### config.mk
export PLATFORM = sky130hd
export DESIGN_NAME = window_3x3_gen
export DESIGN_NICKNAME = d
export VERILOG_FILES = /design/src/rtl/window_3x3_gen.sv
export SDC_FILE = /design/constraint.sdc
export NUM_CORES = 1
export LEC_CHECK = 0
export ABC_AREA = 1
export BUFFER_PORTS_ARGS = -buffer_cell sky130_fd_sc_hd__buf_2
export CAP_MARGIN = 15
export CORE_MARGIN = 10
export CORE_UTILIZATION = 61
export CTS_BUF_LIST = sky130_fd_sc_hd__clkbuf_8
export DETAILED_ROUTE_END_ITERATION = 6
export PLACE_DENSITY = 0.82
export SETUP_SLACK_MARGIN = 0.05
export SLEW_MARGIN = 5
export SYNTH_ARGS = -nofsm -noshare
export SYNTH_HDL_FRONTEND = slang
export SYNTH_SLANG_ARGS = --single-unit
### constraint.sdc
create_clock -name clk -period 2.3 [get_ports clk]
set_input_delay 0.46 -clock clk [delete_from_list [all_inputs] [get_ports clk]]
set_output_delay 0.46 -clock clk [all_outputs]
set_load 0.01 [all_outputs]
### src/rtl/window_3x3_gen.sv
// rtl/window_3x3_gen.sv - 3x3 sliding pixel window generator over a raster stream
// Two line buffers feed the right column of the window; validity comes only from the raster counters.
module window_3x3_gen #(
  parameter int IMG_W = 8,
  parameter int IMG_H = 8
) (
  input  logic       clk,
  input  logic       rst_n,
  input  logic [3:0] pix_in,
  input  logic       pix_valid,
  input  logic       sof,
  output logic [3:0] p1,
  output logic [3:0] p2,
  output logic [3:0] p3,
  output logic [3:0] p4,
  output logic [3:0] p5,
  output logic [3:0] p6,
  output logic [3:0] p7,
  output logic [3:0] p8,
  output logic [3:0] p9,
  output logic       win_valid,
  output logic       frame_done
);

  localparam int CW = $clog2(IMG_W);
  localparam int RW = $clog2(IMG_H);

  logic [CW-1:0] col, cur_col, nxt_col;
  logic [RW-1:0] row, cur_row, nxt_row;
  logic          last_col, last_row;

  logic [3:0] lb1 [IMG_W];
  logic [3:0] lb2 [IMG_W];
  logic [3:0] wt [3];
  logic [3:0] wm [3];
  logic [3:0] wb [3];

  // sof forces the current pixel to (0,0) regardless of where the counters were
  always_comb begin
    cur_col  = sof ? '0 : col;
    cur_row  = sof ? '0 : row;
    last_col = (cur_col == CW'(IMG_W - 1));
    last_row = (cur_row == RW'(IMG_H - 1));
    nxt_col  = last_col ? '0 : cur_col + CW'(1);
    nxt_row  = cur_row;
    if (last_col) nxt_row = last_row ? '0 : cur_row + RW'(1);
  end

  always_ff @(posedge clk) begin
    if (pix_valid) begin
      lb2[cur_col] <= lb1[cur_col];
      lb1[cur_col] <= pix_in;
    end
  end

  always_ff @(posedge clk or negedge rst_n) begin
    if (!rst_n) begin
      col        <= '0;
      row        <= '0;
      win_valid  <= 1'b0;
      frame_done <= 1'b0;
      for (int i = 0; i < 3; i++) begin
        wt[i] <= '0;
        wm[i] <= '0;
        wb[i] <= '0;
      end
    end else begin
      win_valid  <= pix_valid && (cur_row >= RW'(2)) && (cur_col >= CW'(2));
      frame_done <= pix_valid && last_row && last_col;
      if (pix_valid) begin
        col   <= nxt_col;
        row   <= nxt_row;
        wt[0] <= wt[1];
        wt[1] <= wt[2];
        wt[2] <= lb2[cur_col];
        wm[0] <= wm[1];
        wm[1] <= wm[2];
        wm[2] <= lb1[cur_col];
        wb[0] <= wb[1];
        wb[1] <= wb[2];
        wb[2] <= pix_in;
      end
    end
  end

  assign p1 = wt[0];
  assign p2 = wt[1];
  assign p3 = wt[2];
  assign p4 = wm[0];
  assign p5 = wm[1];
  assign p6 = wm[2];
  assign p7 = wb[0];
  assign p8 = wb[1];
  assign p9 = wb[2];

endmodule

# After elaboration in Yosys (flattened, before gate mapping)
# Memories as Yosys holds them, arrays and structs flattened. A register that Yosys moved wholly into a read port is not among the register bits.
# Cells that the tools add are included.
# totals
n_memories,2
ram_bits,64
reg_bits,40
wordCells,32
output_inout_bits,38
# memory_table
name,depth,width,read_ports,rd_ports_with_merged_regs,write_ports,line_no,text
lb1,8,4,1,0,1,32,logic [3:0] lb1 [IMG_W];
lb2,8,4,1,1,1,33,logic [3:0] lb2 [IMG_W];
# op_classes
add_sub_neg,2
mux,7
eq_ne,2
n_reduce_logical,5
order_cmp,2
# op_table
operator,n
$mux 3,5
$add 3x1->3 const B,2
$eq 3x3->1 const B,2
$ge 3x2->1 const B,2
$logic_and 1x1->1,4
$mux 1,2
$logic_not 1->1,1

# Logic depth before layout (Yosys ltp)
# depth
ltp_word,4
mapped_depth,9
ltp_nobuf,8

# Worst setup path before layout
# OpenSTA, ideal clock, no wires.
# synth_path
path_type,in2reg
from,input port sof
to,"memory lb1[3][0], enable pin"
n_path_buf,0
cell_stages,5
slack_ns,0.612
arrival_time_ns,1.318
path_cell_list,inv_2 > nand2_1 > nor2_2 > inv_1 > nor2_1
# synth_between
elab_chain_len,1
# synth_lines
element,line_no,text
from (decl),11,"input logic sof,"
$mux 3,40,cur_col = sof ? '0 : col;
to (decl),32,
# No other way between the ends.

# Worst setup path after layout
# layout_path
from,register col[0]
to,memory lb2[5][3] (data pin)
# layout_between
elab_chain_len,2
# layout_lines
element,line_no,text
from (decl),28,"logic [CW-1:0] col, cur_col, nxt_col;"
from (signal assigned),71,col <= nxt_col;
$mux 3,40,
$mem_v2 8x4,n/a,
to (decl),33,
# No other way between the ends.

==> metrics.txt <==
# TYPE chip_impl_metric gauge
chip_impl_metric{name="worst_setup_hold_path_clk_slew",unit="ps"} 90
chip_impl_metric{name="count_of_flip_flops_with_a_built_in_enable_after_synthesis",unit=""} 64
chip_impl_metric{name="initial_core_utilization",unit=""} 0.6282
chip_impl_info{name="synth_area_leader_cell",value="edfxtp_1"} 1
chip_impl_metric{name="cts_setup_buffers",unit=""} 0
chip_impl_info{name="tritoncts",value="yes"} 1
chip_impl_metric{name="cts-buffers-inserted",unit=""} 9
chip_impl_metric{name="met2_usage",unit=""} 0.2656
chip_impl_metric{name="overflow",unit=""} 0
chip_impl_metric{name="report.final.setup_viol",unit=""} 0
chip_impl_metric{name="area_growth_syn_to_layout",unit="%"} 13.41
chip_impl_metric{name="cts_max_level",unit=""} 3
chip_impl_info{name="netlist_top_cells_area",value="edfxtp_1, dfrtp_1, nand2_1"} 1
chip_impl_metric{name="viasPerCell",unit=""} 5.211
chip_impl_metric{name="max-clock-path-buffers",unit=""} 2
chip_impl_metric{name="finalMaxSlewViolations",unit=""} 0
chip_impl_metric{name="timing.max_cap.violations",unit=""} 0
chip_impl_metric{name="die_area",unit="um2"} 11380
chip_impl_metric{name="vdd_ir_drop_max",unit="uV"} 677.4
chip_impl_metric{name="routabilityCongestion",unit=""} 1.021
chip_impl_metric{name="syn_area",unit="um2"} 4581
chip_impl_metric{name="dp.cells",unit=""} 606
chip_impl_metric{name="clock.fmax",unit="GHz"} 0.5233
chip_impl_metric{name="stdcell_count",unit=""} 622
chip_impl_metric{name="portBuffers",unit=""} 45
chip_impl_metric{name="grt_first_pass_wirelength",unit="mm"} 16.13
chip_impl_info{name="synth_ff_type",value="edfxtp_1"} 1
chip_impl_metric{name="max_slew_margin",unit=""} 0.6428
chip_impl_metric{name="drt_iter0_markers",unit=""} 333
chip_impl_metric{name="share_of_synthesized_registers_carrying_an_async_set_or_reset",unit=""} 0.4074
chip_impl_metric{name="grt_max_degree",unit=""} 45
chip_impl_metric{name="first_global_vias",unit=""} 3261
chip_impl_info{name="worstSetupStartpointType",value="flip-flop"} 1
chip_impl_metric{name="synthDistinctLibCells",unit=""} 25
chip_impl_metric{name="seq_area_frac_synth",unit=""} 0.6599
chip_impl_metric{name="global_route.usage.met1",unit=""} 0.2269
chip_impl_metric{name="timing.final.crit_period",unit="ps"} 1911
chip_impl_metric{name="post-route-cell-area",unit="um2"} 5195
chip_impl_metric{name="cts.sinks",unit=""} 108
chip_impl_metric{name="antenna_found_initial",unit=""} 0
chip_impl_metric{name="routed_vias",unit=""} 3241
chip_impl_metric{name="yosysWarningCount",unit=""} 0
chip_impl_metric{name="clock_latency",unit="ps"} 360
chip_impl_metric{name="chipWidth",unit="um"} 106.7
chip_impl_metric{name="hold_viol_final",unit=""} 0
chip_impl_metric{name="final_layout_size_suffix_gt1_frac",unit=""} 0.1778
chip_impl_metric{name="leakage",unit="uW"} 0.002523
chip_impl_metric{name="finalCritPeriodShare",unit=""} 0.8309
chip_impl_metric{name="placed_instance_area",unit="um2"} 5026
chip_impl_metric{name="dp_hpwl",unit="mm"} 7.217
chip_impl_metric{name="die_h",unit="um"} 106.7
chip_impl_metric{name="drc",unit=""} 0
chip_impl_info{name="worst_setup_path_type",value="reg -> reg"} 1
chip_impl_metric{name="placementRows",unit=""} 31
chip_impl_metric{name="dr.pass1.iters",unit=""} 7
chip_impl_metric{name="insertedDiodeCount",unit=""} 0
chip_impl_metric{name="critical_path_required",unit="ps"} 2410
chip_impl_metric{name="detail-route-antenna-nets",unit=""} 0
chip_impl_metric{name="global_route.usage.met3",unit=""} 0.05449
chip_impl_metric{name="critical_path_peak_fanout",unit=""} 20
chip_impl_metric{name="io_pins",unit=""} 46
chip_impl_info{name="holdCritPathClass",value="in -> async"} 1
chip_impl_metric{name="num-nets-final",unit=""} 532
chip_impl_metric{name="worst-slew-pin-transition",unit="ps"} 535.8
chip_impl_info{name="timing.critical_path.to_type",value="flip-flop"} 1
chip_impl_metric{name="synth_cells",unit=""} 454
chip_impl_metric{name="core-area",unit="um2"} 7292
chip_impl_metric{name="synth_largest_type_area_fraction",unit=""} 0.4196
chip_impl_metric{name="wl_per_cell",unit="um"} 15.71
chip_impl_info{name="rsz0062_at_grt",value="no"} 1
chip_impl_metric{name="synthesis.nets",unit=""} 468
chip_impl_metric{name="p_per_area",unit="nW/um2"} 755.5
chip_impl_metric{name="routed_wirelength",unit="mm"} 9.771
chip_impl_metric{name="cts-resized-gates",unit=""} 0
chip_impl_info{name="root_buffer_cell",value="clkbuf_8"} 1
chip_impl_metric{name="yosys_register_bits",unit=""} 108
chip_impl_info{name="top_usage_layer",value="met2"} 1
chip_impl_metric{name="layout.filler_cells",unit=""} 552
chip_impl_metric{name="cts.hold.buffers_added",unit=""} 0
chip_impl_metric{name="timing.setup.tns",unit="ps"} 0
chip_impl_metric{name="post_synthesis_average_cell_area",unit="um2"} 10.09
chip_impl_metric{name="final.setup_skew",unit="ps"} 14.06
chip_impl_info{name="outcome",value="complete, no violations"} 1
chip_impl_metric{name="grt_util_all_layers",unit=""} 0.1779
chip_impl_metric{name="cp.arrival",unit="ps"} 2020
[cell usage after synthesis, types with 2 or more instances]
master and instances:
nand2_1 122, inv_1 84, edfxtp_1 64, dfrtp_1 44, nand3_1 42, o21ai_0 28
nor2_1 24, ha_1 6, buf_2 5, clkbuf_1 5, nand4_1 4, o21ai_1 4
buf_4 3, buf_6 3, nor2_4 3, o211ai_1 3, inv_2 2
[worst max-delay path, stage by stage, from the launching register on]
cell and delay, ps:
dfrtp_1 510, nand2_2 340, buf_4 270, nand2_1 70, nand3_1 100, nand4_1 180
buf_4 210
[area by class of cell]
type / instances / area (um2) / area share
inverter: 86 / 322.8 / 0.06214
clock inverter: 7 / 45.04 / 0.008671
tap: 99 / 123.9 / 0.02384
timing repair buffer: 70 / 425.4 / 0.08189
sequential: 108 / 3023 / 0.5819
clock buffer: 9 / 123.9 / 0.02384
multi-input combinational: 243 / 1131 / 0.2177
[routing by layer]
metal | vias to the layer above | wire [um]
met4 | 0 | 369
met3 | 34 | 892
met5 | - | 0
met1 | 1485 | 4221
li1 | 1567 | -
met2 | 155 | 4288
[registers in the layout, summed over array words and instances, names as in the netlist]
register    count
col             3
p7              4
p4              4
p9              4
lb2            32
p3              4
row             3
frame_done      1
lb1            32
win_valid       1
p1              4
p6              4
p2              4
p5              4
p8              4
[logic make-up (layout without fill, tap and decap cells)]
| group | count (synthesis) | after routing | share of synthesized area |
|---|---|---|---|
| compound gates | 38 | 38 | 0.04643 |
| flops | 108 | 108 | 0.6599 |
| xor+xnor | 1 | 1 | 0.001912 |
| buf+inv | 103 | 172 | 0.09314 |
| fa+ha+maj | 6 | 6 | 0.01639 |
| simple gates | 198 | 198 | 0.1822 |
[power breakdown]
| part | switching [uW] | internal [uW] | total, uW |
|---|---|---|---|
| sequential | 82.2 | 2230 | 2310 |
| combinational | 397 | 224 | 622 |
| clock | 606 | 388 | 994 |
| total | 1090 | 2840 | 3920 |
[cells in the final DEF (no fill, tap or decap), types with 3 or more instances in the layout]
master      n
dfrtp_1    44
inv_1      85
buf_4      24
o211ai_1    3
nand3_1    42
o21ai_1     4
nand4_1     4
nor2_4      3
clkbuf_8    9
nor2_1     24
ha_1        6
buf_2      45
o21ai_0    28
edfxtp_1   64
nand2_1   122
[worst paths after layout]
path	endpoint	slack (ps)	depth (start not counted)	from
setup / recovery	lb2[5][3]	390	6	col[0]
hold / removal	frame_done	160	2	rst_n
setup reg to reg	lb2[5][3]	390	6	col[0]
hold reg to reg	p7[1]	480	2	p7[1]
max in group asynchronous	p5[2]	1770	2	rst_n
min in group clk	p9[2]	470	3	pix_in[2]
[stage by stage]
step | total power (uW) | hold slack [ps] | util | setup slack, ps
global route | 4124 | 194.3 | 0.7124 | 260.4
CTS | 3947 | 175.5 | 0.7124 | 416.1
global placement | 2947 | 447.9 | 0.6893 | 321.3
detailed placement | 2974 | 458.1 | 0.6893 | 254.0
finish | 3925 | 162.4 | 0.7124 | 389.0
floorplan | 2672 | 164.4 | - | 611.9
Power figures use the tool's default switching activity.
